[src/rtl/m68k_dtack_gen.sv]
// m68k_dtack_gen: bus-cycle acknowledge generator for the 68000 side.
// Detects the falling address strobe, decodes the active region, inserts
// that region's wait states (or waits on SDRAM for program ROM) and then
// drives DTACK until the strobe is released. Tracks ROM fetches that stall.
module m68k_dtack_gen #(
  parameter int RAM_WAIT    = 1,
  parameter int SHARED_WAIT = 4,
  parameter int PAL_WAIT    = 2,
  parameter int SPR_WAIT    = 2,
  parameter int IO_WAIT     = 0,
  parameter int ROM_TIMEOUT = 255
) (
  input  logic clk_sys,
  input  logic reset,
  input  logic cpu_as_n,
  input  logic prog_rom_cs,
  input  logic ram_cs,
  input  logic shared_ram_cs,
  input  logic pal_cs,
  input  logic sprite_ram_cs,
  input  logic io_cs,
  input  logic rom_ok,
  output logic cpu_dtack_n,
  output logic rom_req,
  output logic cycle_busy,
  output logic rom_timeout
);

  localparam logic [2:0] ST_IDLE     = 3'd0;
  localparam logic [2:0] ST_DECODE   = 3'd1;
  localparam logic [2:0] ST_WAIT     = 3'd2;
  localparam logic [2:0] ST_ROM_WAIT = 3'd3;
  localparam logic [2:0] ST_ACK      = 3'd4;

  localparam logic [7:0] W_RAM    = 8'(RAM_WAIT);
  localparam logic [7:0] W_SHARED = 8'(SHARED_WAIT);
  localparam logic [7:0] W_PAL    = 8'(PAL_WAIT);
  localparam logic [7:0] W_SPR    = 8'(SPR_WAIT);
  localparam logic [7:0] W_IO     = 8'(IO_WAIT);
  // Last value of the ROM wait counter before the fetch is declared stuck.
  localparam logic [7:0] TO_LAST  = 8'(ROM_TIMEOUT - 1);

  logic [2:0] state_q, state_d;
  logic [7:0] wait_cnt_q, wait_cnt_d;
  logic [7:0] to_cnt_q, to_cnt_d;
  logic       to_hit_q, to_hit_d;
  logic       as_n_q;
  logic       dtack_n_q, dtack_n_d;
  logic       rom_req_q, rom_req_d;
  logic       busy_q, busy_d;
  logic       rom_timeout_q, rom_timeout_d;
  logic [7:0] sel_wait;

  // Wait-state value of the highest-priority non-ROM select; unmapped uses IO_WAIT.
  always_comb begin
    sel_wait = W_IO;
    if (ram_cs)             sel_wait = W_RAM;
    else if (shared_ram_cs) sel_wait = W_SHARED;
    else if (pal_cs)        sel_wait = W_PAL;
    else if (sprite_ram_cs) sel_wait = W_SPR;
    else if (io_cs)         sel_wait = W_IO;
  end

  // Bus-cycle state machine and registered output next-values.
  always_comb begin
    state_d    = state_q;
    wait_cnt_d = wait_cnt_q;
    to_cnt_d   = to_cnt_q;
    to_hit_d   = to_hit_q;
    rom_req_d  = 1'b0;

    case (state_q)
      ST_IDLE: begin
        to_hit_d   = 1'b0;
        to_cnt_d   = 8'd0;
        wait_cnt_d = 8'd0;
        if (!cpu_as_n && as_n_q) state_d = ST_DECODE;
      end
      ST_DECODE: begin
        if (cpu_as_n) begin
          state_d = ST_IDLE;
        end else if (prog_rom_cs) begin
          state_d    = ST_ROM_WAIT;
          rom_req_d  = 1'b1;
          to_cnt_d   = 8'd0;
          wait_cnt_d = 8'd0;
        end else begin
          wait_cnt_d = sel_wait;
          state_d    = (sel_wait == 8'd0) ? ST_ACK : ST_WAIT;
        end
      end
      ST_WAIT: begin
        if (cpu_as_n) begin
          state_d    = ST_IDLE;
          wait_cnt_d = 8'd0;
        end else if (wait_cnt_q <= 8'd1) begin
          state_d    = ST_ACK;
          wait_cnt_d = 8'd0;
        end else begin
          wait_cnt_d = wait_cnt_q - 8'd1;
        end
      end
      ST_ROM_WAIT: begin
        if (cpu_as_n) begin
          state_d = ST_IDLE;
        end else if (rom_ok) begin
          state_d = ST_ACK;
        end else if (to_cnt_q == TO_LAST) begin
          // Timeout flag follows one edge later, together with DTACK.
          state_d  = ST_ACK;
          to_hit_d = 1'b1;
        end else begin
          to_cnt_d = to_cnt_q + 8'd1;
        end
      end
      ST_ACK: begin
        if (cpu_as_n) state_d = ST_IDLE;
      end
      default: state_d = ST_IDLE;
    endcase

    // DTACK lags the ACK state by one edge so both its fall and its release
    // line up one edge after the deciding sample.
    dtack_n_d     = (state_q != ST_ACK);
    busy_d        = (state_d != ST_IDLE) || (state_q == ST_ACK);
    rom_timeout_d = rom_timeout_q || ((state_q == ST_ACK) && to_hit_q);
  end

  // State, counters and output registers with synchronous reset.
  always_ff @(posedge clk_sys) begin
    if (reset) begin
      state_q       <= ST_IDLE;
      wait_cnt_q    <= 8'd0;
      to_cnt_q      <= 8'd0;
      to_hit_q      <= 1'b0;
      as_n_q        <= 1'b1;
      dtack_n_q     <= 1'b1;
      rom_req_q     <= 1'b0;
      busy_q        <= 1'b0;
      rom_timeout_q <= 1'b0;
    end else begin
      state_q       <= state_d;
      wait_cnt_q    <= wait_cnt_d;
      to_cnt_q      <= to_cnt_d;
      to_hit_q      <= to_hit_d;
      as_n_q        <= cpu_as_n;
      dtack_n_q     <= dtack_n_d;
      rom_req_q     <= rom_req_d;
      busy_q        <= busy_d;
      rom_timeout_q <= rom_timeout_d;
    end
  end

  assign cpu_dtack_n = dtack_n_q;
  assign rom_req     = rom_req_q;
  assign cycle_busy  = busy_q;
  assign rom_timeout = rom_timeout_q;

endmodule
[config.mk]
export PLATFORM = sky130hd
export DESIGN_NAME = m68k_dtack_gen
export DESIGN_NICKNAME = d
export VERILOG_FILES = /design/src/rtl/m68k_dtack_gen.sv
export SDC_FILE = /design/constraint.sdc
export NUM_CORES = 1
export LEC_CHECK = 0
export BUFFER_PORTS_ARGS = -buffer_cell sky130_fd_sc_hd__buf_4
export CAP_MARGIN = 30
export CORE_ASPECT_RATIO = 1.75
export CORE_MARGIN = 3
export CORE_UTILIZATION = 52
export CTS_BUF_LIST = sky130_fd_sc_hd__clkbuf_4 sky130_fd_sc_hd__clkbuf_8 sky130_fd_sc_hd__clkbuf_16
export CTS_CLUSTER_DIAMETER = 200
export DETAILED_ROUTE_END_ITERATION = 8
export GPL_ROUTABILITY_DRIVEN = 0
export GPL_TIMING_DRIVEN = 0
export PLACE_DENSITY = 0.82
export SLEW_MARGIN = 10
export SYNTH_ARGS = -nofsm -noshare
export SYNTH_HDL_FRONTEND = slang
export SYNTH_SLANG_ARGS = --single-unit
[constraint.sdc]
create_clock -name clk_sys -period 1.7 [get_ports clk_sys]
set_input_delay 0.34 -clock clk_sys [delete_from_list [all_inputs] [get_ports clk_sys]]
set_output_delay 0.34 -clock clk_sys [all_outputs]
set_load 0.01 [all_outputs]
# Yosys cells after proc, flatten, opt, wreduce, memory -nomap -nowiden
# Cells that the tools add are included.
dict set report classes {
  add_sub_neg 2
  n_lt_le_gt_ge 1
  n_eq_ne 12
  n_mux 31
  n_bitwise 1
  reduce_logical 15
}
# cell count
set ops {}
lappend ops {{$mux W8} 9}
lappend ops {{$pmux W8 S3} 2}
lappend ops {{$mux W3} 12}
lappend ops {{$pmux W3 S5} 1}
lappend ops {{$ne A2 B2 Y1 const B} 6}
lappend ops {{$reduce_bool A3 Y1} 3}
lappend ops {{$add A8 B1 Y8 const B} 1}
lappend ops {{$eq A8 B8 Y1 const B} 1}
lappend ops {{$le A8 B1 Y1 const B} 1}
lappend ops {{$logic_not A8 Y1} 1}
lappend ops {{$sub A8 B1 Y8 const B} 1}
lappend ops {{$eq A3 B2 Y1 const B} 2}
lappend ops {{$reduce_and A6 Y1} 1}
lappend ops {{$mux W1} 4}
lappend ops {{$mux W2} 2}
lappend ops {{$reduce_and A4 Y1} 1}
lappend ops {{$eq A3 B1 Y1 const B} 1}
lappend ops {{$eq A3 B3 Y1 const B} 1}
lappend ops {{$logic_not A3 Y1} 1}
lappend ops {{$ne A3 B3 Y1 const B} 1}
lappend ops {{$reduce_or A3 Y1} 1}
lappend ops {{$logic_and A1 B1 Y1} 2}
lappend ops {{$logic_or A1 B1 Y1} 2}
lappend ops {{$pmux W1 S2} 1}
lappend ops {{4 further kinds} 4}
dict set report totals {
  reg_bits 25
}

# Logic depth before layout (Yosys ltp)
# Gate-level depths: netlist of the first run.
dict set report depth {
  word_depth 11
  mapped_depth 6
}

# Worst setup path before layout of the first run
# OpenSTA, ideal clock, no wires.
dict set report synth_timing {
  path_kind {input to register}
  startpoint {input cpu_as_n}
  endpoint {register to_cnt_q[7]}
  setup_time_ns 0.123
  arrival_ns 1.501
  t_required_ns 1.577
  setup_slack_ns 0.075
  stages 5
  path_buffers 1
  path_cell_list {buf_6 nor4b_4 o211ai_2 a211oi_1 mux2_1}
}
dict set report synth_via {
  elab_chain_len 2
  elab_cells_between_ends 3
}
# item line_no
set synth_rtl {}
lappend synth_rtl {{from (decl)} 15} ;# input logic cpu_as_n,
lappend synth_rtl {{$ne A2 B2 Y1 (no line)} -}
lappend synth_rtl {{$reduce_and A6 Y1 (no line) *} -}
lappend synth_rtl {{to (signal assigned)} 144} ;# to_cnt_q <= to_cnt_d;
lappend synth_rtl {{to (decl)} 45} ;# logic [7:0] to_cnt_q, to_cnt_d;
# Mark *: on every way between the ends. The rest lies on a longest branch, timed or not.
# A chain may end at the register's enable or synchronous reset.

# Final worst setup path of the first run
dict set report layout_timing {
  startpoint {register state_q[2]}
  endpoint {register to_cnt_q[5]}
}
dict set report layout_via {
  elab_chain_len 3
  elab_cells_between_ends 11
}
# item line_no
set layout_rtl {}
lappend layout_rtl {{from (decl)} 43} ;# logic [2:0] state_q, state_d;
lappend layout_rtl {{from (signal assigned)} 142} ;# state_q <= state_d;
lappend layout_rtl {{$eq A3 B2 Y1, or another cell as far along} 72} ;# case (state_q)
lappend layout_rtl {{$ne A2 B2 Y1 (no line) or $reduce_bool A3 Y1 (tied branches)} -}
lappend layout_rtl {{$reduce_and A6 Y1 (no line)} -}
# Parallel ways exist; a longest one is shown, timed or not.

==> results.md, run 1 <==
* Clock Power Share at 31.0%
* Die ar. at 3520 sq um
* Pin count of the biggest net entering global routing at 16
* DRT iter0 DRCs at 67
* Hold Buf Count CTS at 0
* H-tree depth at 1
* DR WL/cell at between 15 and 20 um
* Mapped Nets at between 150 and 200
* All-Layer GR Usage at between 20% and 30%
* Failing checks: negative setup slack
* Total power at ~1200 uW
* Period utilization at 100%
* DP Worst Slack at -0.0951 ns
* DR vias at roughly 1400
* Net Switching at ~320 uW
* Final WS setup at -0.00756 ns
* # fillers at between 200 and 250
* Total gr overflow at 0
* Gate Count Post-Synth at about 170
* Logic pwr share at roughly 17%
* # DRC at 0
* Crit Path Max Fanout at 9
* # IOs at 14
* Worst Setup Path Type: reg -> reg
* Skew-Pair Late Insertion Delay at about 0.27 ns
* Total internal power at between 800 and 900 uW
* P per Cell Area at between 600 and 700 nW/um^2
* Slew headroom at between 60% and 70%
* FFs w/ async S/R, synth at 0%
* Setup TNS at -0.00756 ns
* DR vias/cell at ~6.5
* Min-Delay Startpoint: reset
* Root buffer cell: clkbuf_8
* Max Freq at between 500 and 600 MHz
* Number of distinct library cells after synthesis at 53
* Share of cells above drive strength 1 at ~33%
* Critical Path Start: state_q[2]
* Placed cells at ~200
* DPL Wire Length at ~2600 um
* Die height at about 76 um
* CTS Buf Count at 3
* Die width at 46.1 um
* PortBufs at 11
* Worst vdd ir at approximately 0.41 mV
* P_leak at slightly below 0.0007 uW
* # diodes at 0
* Final hold viol count at 0
* Post-synthesis register bit count at 25
* Clock Path Buffers at 2
* Critical Path AT at about 1.9 ns
* RR Startpoint: state_q[2]
* Rows at 24
* Main flop type after synthesis: dfxtp_1
* Final clock skew at 0.00401 ns
* Core area at 2580 sq um
* Final setup fails at 1
* CP Launch Type: flop
* Netlist Area Pre-Place at 1470 sq um
* Synth warn at 0
* Util after Layout at about 71%
* Post-Layout Cell Count at about 210
* Clock-pin slew on the worst setup and hold paths at roughly 0.09 ns
* Flop pwr share at 52.4%
* Clock Sinks at 25
* Status: finished with violations
* Final Slew Violations at 0
* Worst min path class: in -> reg
* Fin crit period at around 1.7 ns
* First-pass GRT wire length at 5860 um
* Synth Area per Inst at about 9 sq um
* Post-synthesis sequential area ratio at around a third
* Vias in the first global route at roughly 1400
* Syn-to-layout area delta at 25.4%
* Initial Utilization at between 50% and 60%
* Detail Route Antenna Nets at 0
* DRT Pass-1 Iters at 4
* CP endpoint kind: flop
* Final WL at roughly 3700 um
* Max cap viols at 0
* Switching Share at a little over a quarter
* RSZ-0062 raised after global routing: yes
* CTS tree: done
* Number of flops mapped to enable cells by yosys at 0
* Antenna violations before repair at 0
* CP required at 1.86 ns
* Worst-Margin Slew at between 0.4 and 0.5 ns
* Nets at just over 200
repair_timing:
action,in CTS,in global routing
pin swaps,4,8
setup endpoints to repair,8,14
setup buffers,1,7
resized for setup,9,31
hold endpoints to repair,0,0
synth_stat cells, types with 3 or more instances:
| library cell | n | area [sq um] |
|---|---|---|
| dfxtp_1 | 25 | 500 |
| nor2_1 | 16 | 60.1 |
| nor3_1 | 12 | 60.1 |
| inv_1 | 10 | 37.5 |
| nor3b_1 | 7 | 52.6 |
| a21oi_1 | 6 | 30.0 |
| nand3_1 | 6 | 30.0 |
| mux2_1 | 5 | 56.3 |
| a211oi_1 | 4 | 30.0 |
| buf_2 | 4 | 20.0 |
| ha_1 | 4 | 50.1 |
| nand4_1 | 4 | 25.0 |
| nor2b_1 | 3 | 18.8 |
| o21ai_0 | 3 | 15.0 |
| o2bb2ai_1 | 3 | 26.3 |
| or3_1 | 3 | 18.8 |
| xor2_1 | 3 | 26.3 |
path summary, 6_finish.rpt:
| check | depth (start not counted) | to | slack [ns] |
|---|---|---|---|
| hold reg to reg | 2 | rom_timeout | 0.47 |
| hold / removal | 2 | as_n_q | 0.31 |
| setup / recovery | 5 | to_cnt_q[5] | -0.008 |
| setup reg to reg | 5 | to_cnt_q[5] | -0.008 |
cells in the final DEF (no fill, tap or decap), drive strengths merged, types with 2 or more instances in the layout:
cell     count
xnor2        2
nor3        12
or2          2
nand3        6
and3         2
a21oi        6
ha           4
a211oi       4
or3          3
a21o         2
dfxtp       25
xor2         3
mux2         6
o32a         2
nor3b        7
clkbuf       6
o2bb2ai      3
nor4         2
inv         10
nor4b        5
nand4        4
nand2        2
nor2b        3
buf         23
nor2        16
o21ai        5
registers in the layout, summed over array words and instances (netlist names):
name / cells
to_hit_q: 1
cycle_busy: 1
rom_timeout: 1
rom_req: 1
cpu_dtack_n: 1
wait_cnt_q: 8
state_q: 3
as_n_q: 1
to_cnt_q: 8
metal layers:
layer / track usage, % / wire length, um / up-vias
li1: - / - / 663
met1: 19.9 / 1300 / 689
met2: 41.2 / 2250 / 29
met3: 3.78 / 97 / 10
met4: 9.40 / 70 / 0
met5: 0 / 0 / -
stage by stage:
stage	instance area (sq um)	hold WS, ns
after global placement	1580	0.451
after CTS	1680	0.306
after global routing	1840	0.313
after detailed placement	1580	0.455
final	1840	0.311
after floorplan	1470	0.436
power groups by stage:
stage | registers [uW] | clock network (uW) | logic (uW)
floorplan | 621 | 0 | 112
global placement | 621 | 0 | 155
detailed placement | 623 | 0 | 162
CTS | 609 | 363 | 169
global route | 611 | 390 | 211
finish | 611 | 361 | 194
cell type report:
cell class / instances / area [sq um] / share of cell area (%)
Multi-Input combinational cell: 123 / 1010 / 55.1
Clock buffer: 3 / 41.3 / 2.25
Timing Repair Buffer: 19 / 143 / 7.76
Inverter: 10 / 37.5 / 2.04
Buffer: 7 / 56.3 / 3.06
Clock inverter: 1 / 7.51 / 0.408
Sequential cell: 25 / 507 / 27.6
Tap cell: 26 / 32.5 / 1.77
critical path, stage by stage (launching register included):
cell,delay [ns]
dfxtp_2,0.34
buf_8,0.13
nor4b_4,0.34
o211ai_4,0.18
a211oi_2,0.28
mux2_4,0.32
logic make-up after synthesis:
| kind of cell | synth area share, % |
|---|---|
| simple gates | 32.7 |
| fa+ha+maj | 3.42 |
| buf+inv | 5.21 |
| flops | 34.2 |
| compound gates | 16.2 |
| mux | 5.29 |
| xor+xnor | 2.99 |
(Power assumes the default switching activity.)
==> run 2: changes to the inputs <==
CELL_PAD_IN_SITES_DETAIL_PLACEMENT = 2   (was default)
CELL_PAD_IN_SITES_GLOBAL_PLACEMENT = 2   (was default)
CORE_UTILIZATION = 32   (was 52)
SKIP_LAST_GASP = 1   (was default)
==> results.md, run 2 (synthesis results as in run 1) <==
* Max cap viols at 0 (unchanged)
* # IOs at 14 (unchanged)
* Final setup fails at 6 (+5)
* M3 GR Usage at 2.30% (-1.5 points)
* Skew-Pair Late Insertion Delay at 0.28 ns (about the same)
* CP cell instances: buf_12 > nor4b_4 > o211ai_4 > buf_12 > a21oi_2 > mux2_1
* Die height at 95.5 um (+25%)
* PortBufs at 11 (unchanged)
* Failing checks: negative setup slack
* Period utilization at 103% (+2.7 points)
* Worst Path Buf+Inv at 2 (+1)
* Clock-pin slew on the worst setup and hold paths at 0.10 ns (about the same)
* Syn-to-layout area delta at 33.8%
* Nets at 208 (+2.5%)
* Share of cells above drive strength 1 at 36.3% (+3.3 points)
* Clock Path Buffers at 2 (unchanged)
* H-tree depth at 1 (unchanged)
* Crit path largest cell delay at 0.37 ns (+0.03 ns)
* Die width at 57.2 um (+24%)
* Hold Buf Count CTS at 0 (unchanged)
* Initial Utilization at 33.3% (-23 points)
* Final hold viol count at 0 (unchanged)
* Vias in the first global route at 1517 (+10%)
* CTS tree: done
* Final WL at 5540 um (+49%)
* P_leak at 0.000725 uW (+7.1%)
* DR vias/cell at 5.91 (-9.0%)
* # DRC at 0 (unchanged)
* Die ar. at 5460 sq um (+55%)
* CP required at 1.88 ns (+0.02 ns)
* Commonest non-fill, non-tap cells in the layout: buf_4 (24), dfxtp_1 (21), nor2_1 (14), nor3_1 (12), inv_1 (10)
* All-Layer GR Usage at 18.3% (-3.2 points)
* DRT Pass-1 Iters at 4 (unchanged)
* Crit-path most repeated cell: buf_12
* DPL Wire Length at 3290 um (+27%)
* Root buffer cell: clkbuf_8
* Rows at 32 (+33%)
* Most used routing layer: met2
* RSZ-0062 raised after global routing: yes
* Fin crit period at 1.75 ns (+0.0464 ns)
* Crit. path cell count at 6 (+1)
* Critical Path AT at 1.93 ns (+0.06 ns)
* DR vias at 1443 (+3.7%)
* Max Freq at 570 MHz (-2.6%)
* Final clock skew at 0.0100 ns (+0.00601 ns)
* Detail Route Antenna Nets at 0 (unchanged)
* Setup TNS at -0.144 ns (-0.137 ns)
* Core area at 4400 sq um (+71%)
* Antenna violations before repair at 0 (unchanged)
* Hold Path Stages at 2 (unchanged)
* CP endpoint kind: flop
* CP Launch Type: flop
* FF-to-FF path depth at 6 (+1)
* DRT iter0 DRCs at 28 (-58%)
* First-pass GRT wire length at 7670 um (+31%)
* Slew headroom at 62.4% (-4.6 points)
* Pin count of the biggest net entering global routing at 15 (-1)
* DR WL/cell at 22.7 um (+31%)
* Crit Path Max Fanout at 8 (-1)
* Clock Power Share at 31.2% (+0.2 points)
* Total gr overflow at 0 (unchanged)
* Switching Share at 29.2% (+2.2 points)
* Total power at 1210 uW (+4.0%)
* P per Cell Area at 618 nW/um^2 (-2.5%)
* CP delay by family, top: flip-flops
* Worst min path class: in -> reg
* Commonest non-fill, non-tap cell in the layout: buf_4
* Clock Sinks at 25 (unchanged)
* CTS Buf Count at 3 (unchanged)
* Slowest CP cell: dfxtp_4
* Worst vdd ir at 0.432 mV (+4.3%)
* Final WS setup at -0.0539 ns (-0.0464 ns)
* Worst Setup Path Type: reg -> reg
* # diodes at 0 (unchanged)
* GR Util met1 at 17.9% (-2.0 points)
* Flop pwr share at 50.4% (-2.0 points)
* Logic pwr share at 18.4% (+1.8 points)
* Met2 Use GR at 37.0% (-4.1 points)
* Worst-Margin Slew at 0.564 ns (+0.0687 ns)
* Status: finished with violations
* Biggest regs: to_cnt_q x8, wait_cnt_q x8, state_q x3
* Final Slew Violations at 0 (unchanged)
* Net Switching at 354 uW (+12%)
* Total internal power at 857 uW (+0.89%)
run 2: cell types whose count changed in the layout (fill, tap and decap cells not counted), moves of 2 or more:
| cell | previous run | this run |
|---|---|---|
| buf_4 | 21 | 24 |
| buf_6 | 1 | 3 |
| a21oi_1 | 5 | 3 |
| mux2_4 | 1 | 3 |
| buf_12 | 0 | 2 |
| dfxtp_2 | 5 | 3 |
| mux2_1 | 4 | 2 |
| a21oi_2 | 1 | 3 |
run 2: cell type report:
| class | instances | area [sq um] |
|---|---|---|
| well taps | 51 | 63.8 |
| flip-flops and latches | 25 | 508 |
| clock buffers | 3 | 41.3 |
| fillers | 482 | 2440 |
| inverters | 10 | 37.5 |
| repair buffers | 24 | 193 |
| clock inverters | 1 | 5.00 |
| multi-input cells | 123 | 1040 |
| plain buffers | 7 | 68.8 |
run 2: worst paths after layout:
check / from / to / slack, ns
worst min-delay path: reset / as_n_q / 0.30
worst max-delay path: state_q[2] / to_cnt_q[6] / -0.05
worst max register to register: state_q[2] / to_cnt_q[6] / -0.05
worst min register to register: rom_timeout / rom_timeout / 0.49
run 2: metal layers:
metal / vias up / routed length [um]
li1: 669 / -
met1: 730 / 1920
met2: 29 / 3320
met3: 15 / 106
met4: 0 / 201
met5: - / 0
run 2: power groups by stage:
stage / clock network [uW] / registers, uW / logic, uW
after detailed placement: 0 / 623 / 169
after global routing: 407 / 612 / 240
final: 378 / 610 / 223
after global placement: 0 / 622 / 161
after floorplan: 0 / 621 / 112
after CTS: 378 / 610 / 188
run 2: timing repair:
item,in CTS,in global routing
gates resized for setup,16,31
setup endpoints to repair,16,17
pin swaps,3,9
gates cloned,0,0
buffers inserted,4,9
run 2: worst register-to-register path, delay by kind of cell, from the launching register on:
kind / cells / cell delay (ns)
and+or+nand+nor: 1 / 0.32
muxes: 1 / 0.34
DFF: 1 / 0.37
buffers and inverters: 2 / 0.31
AOI/OAI and AO/OA: 2 / 0.33
run 2: per-stage QoR:
step                hold slack [ns]  cells  instance area (sq um)  setup slack [ns]  util [%]
CTS                           0.306    235                   1760          0.000619      39.9
finish                        0.298    244                   1960           -0.0539      44.5
global placement              0.455    227                   1610            -0.109      36.6
global route                  0.317    244                   1960            -0.141      44.5
floorplan                     0.436    165                   1470            0.0752         -
detailed placement            0.468    227                   1610            -0.177      36.6
==> run 3: changes to the inputs <==
ABC_AREA = 1   (was default)
CORE_UTILIZATION = 28   (was 32)
==> results.md, run 3 <==
* Skew-Pair Late Insertion Delay at 0.28 ns (about the same)
* DR WL/cell at 15.0 um (-34%)
* Setup TNS at 0 ns (+0.144 ns)
* M3 GR Usage at 1.53% (-0.77 points)
* Commonest non-fill, non-tap cells in the layout: nand2_1 (80), inv_1 (34), nor2_1 (26), nand3_1 (24), dfxtp_1 (22)
* Cell with the most instances after synthesis: nand2_1
* Worst Setup Path Type: reg -> reg
* First-pass GRT wire length at 7790 um (+1.6%)
* CP endpoint kind: flop
* Rows at 34 (+6.3%)
* Final hold viol count at 0 (unchanged)
* P_leak at 0.000795 uW (+9.7%)
* Met2 Use GR at 34.1% (-2.9 points)
* Post-synthesis register bit count at 25 (unchanged)
* Share of cells above drive strength 1 at 12.9% (-23 points)
* Final WL at 4640 um (-16%)
* Root buffer cell: clkbuf_8
* Final Slew Violations at 0 (unchanged)
* Die ar. at 6140 sq um (+12%)
* Post-synth top cells: nand2_1 (80), inv_1 (34), nor2_1 (29)
* Nets at 271 (+30%)
* FF+latch area at 504 sq um (-0.74%)
* Post-synthesis sequential area ratio at 34.4% (+0.21 points)
* Period utilization at 92.6% (-11 points)
* Max cap viols at 0 (unchanged)
* Worst vdd ir at 0.326 mV (-25%)
* Critical Path AT at 1.72 ns (-0.21 ns)
* CTS tree: done
* Status: finished clean
* # DRC at 0 (unchanged)
* Synth area leader: dfxtp_1
* Fin crit period at 1.57 ns (-0.180 ns)
* CP delay by family, top: simple AND/OR/NAND/NOR gates
* DR vias at 1571 (+8.9%)
* # fillers at 636 (+32%)
* Final WS setup at 0.126 ns (+0.180 ns)
* Synth warn at 0 (unchanged)
* Worst-Margin Slew at 0.590 ns (+0.0260 ns)
* H-tree depth at 1 (unchanged)
* Main flop type after synthesis: dfxtp_1
* Max Freq at 635 MHz (+11%)
* DP Worst Slack at -0.0515 ns (+0.125 ns)
* Pin count of the biggest net entering global routing at 16 (+1)
* Die width at 60.5 um (+5.9%)
* DR vias/cell at 5.07 (-14%)
* FFs w/ async S/R, synth at 0% (unchanged)
* Util after Layout at 34.2% (-10 points)
* Final clock skew at 0.00306 ns (-0.00697 ns)
* CP cell instances: inv_1 > ha_1 > nand2_1 > nor2_1 > nand3_1 > inv_1 > nor2_4 > buf_12 > nand2_1 > a21oi_1
* Die height at 101 um (+6.2%)
* DRT iter0 DRCs at 31 (+11%)
* # diodes at 0 (unchanged)
* Detail Route Antenna Nets at 0 (unchanged)
* DPL Wire Length at 3580 um (+8.9%)
* Synth Area per Inst at 6.15 sq um (-31%)
* Antenna violations before repair at 0 (unchanged)
* Number of flops mapped to enable cells by yosys at 0 (unchanged)
* Crit path largest cell delay at 0.35 ns (-0.02 ns)
* Dominant cells by area after synthesis: dfxtp_1 (34%), nand2_1 (21%), inv_1 (8.8%)
* Worst min path class: in -> reg
* Share of the synthesized area in the top cell type at 34.4% (+0.21 points)
* Most used routing layer: met2
* Clock Sinks at 25 (unchanged)
* CP required at 1.84 ns (-0.04 ns)
* Core area at 5020 sq um (+14%)
* Vias in the first global route at 1710 (+13%)
* P per Cell Area at 727 nW/um^2 (+18%)
* # IOs at 14 (unchanged)
* CP Launch Type: flop
* Total gr overflow at 0 (unchanged)
* Crit Path Max Fanout at 6 (-2)
* Biggest regs: to_cnt_q x8, wait_cnt_q x8, state_q x3
* Final setup fails at 0 (-6)
* Netlist Area Pre-Place at 1460 sq um (-0.60%)
* CTS Buf Count at 3 (unchanged)
* Clock-pin slew on the worst setup and hold paths at 0.10 ns (about the same)
* Commonest non-fill, non-tap cell in the layout: nand2_1
* Total power at 1250 uW (+3.1%)
* Hold Buf Count CTS at 0 (unchanged)
* Clock Path Buffers at 2 (unchanged)
* GR Util met1 at 16.5% (-1.4 points)
* Mapped Nets at 251 (+40%)
* Slew headroom at 60.7% (-1.7 points)
* Number of distinct library cells after synthesis at 19 (-64%)
* Gate Count Post-Synth at 237 (+44%)
* Syn-to-layout area delta at 18.0%
* PortBufs at 12 (+1)
* Slowest CP cell: dfxtp_2
* DRT Pass-1 Iters at 4 (unchanged)
* All-Layer GR Usage at 16.7% (-1.6 points)
* Area occupied by multi-input gates at 838 sq um (-20%)
* Initial Utilization at 29.0% (-4.3 points)
* Worst Path Buf+Inv at 3 (+1)
-- run 3: final timing paths --
| kind | startpoint | end | slack [ns] | cells past startpoint |
|---|---|---|---|---|
| min | reset | state_q[0] | 0.26 | 2 |
| max | to_cnt_q[0] | to_cnt_q[2] | 0.13 | 10 |
| max reg2reg | to_cnt_q[0] | to_cnt_q[2] | 0.13 | 10 |
| min reg2reg | to_hit_q | to_hit_q | 0.46 | 2 |
-- run 3: metal layers --
metal | vias up | wire length, um
li1 | 777 | -
met1 | 774 | 1760
met2 | 14 | 2770
met3 | 6 | 51
met4 | 0 | 64
met5 | - | 0
-- run 3: timing repair --
item,in CTS,in global routing
pin swaps,1,1
setup buffers,1,2
resized for setup,0,8
endpoints found under the setup margin,8,14
-- run 3: cells by family (layout without fill, tap and decap cells) --
kind of cell | Yosys count | count (layout) | synth area share [%]
simple gates | 147 | 147 | 42.7
xor+xnor | 5 | 5 | 3.01
buf+inv | 36 | 55 | 9.28
compound gates | 20 | 20 | 7.22
flops | 25 | 25 | 34.4
fa+ha+maj | 4 | 4 | 3.44
-- run 3: per-stage QoR --
step / instances / cell area [sq um] / hold WS [ns]
finish: 310 / 1720 / 0.257
global route: 310 / 1720 / 0.253
CTS: 308 / 1670 / 0.241
detailed placement: 303 / 1610 / 0.447
global placement: 303 / 1610 / 0.442
floorplan: 237 / 1460 / 0.409
-- run 3: power by group --
group / total, uW / switching, uW / internal [uW]
clock network: 386 / 220 / 167
registers: 623 / 18.8 / 604
logic: 240 / 148 / 91.9
total: 1250 / 386 / 863
-- run 3: cell type report --
| type | instances | share of cell area (%) |
|---|---|---|
| buffer | 1 | 0.218 |
| inverter | 35 | 7.64 |
| multi-input combinational | 176 | 48.8 |
| clock inverter | 1 | 0.437 |
| tap | 54 | 3.93 |
| clock buffer | 3 | 2.40 |
| sequential | 25 | 29.3 |
| timing repair buffer | 15 | 7.28 |
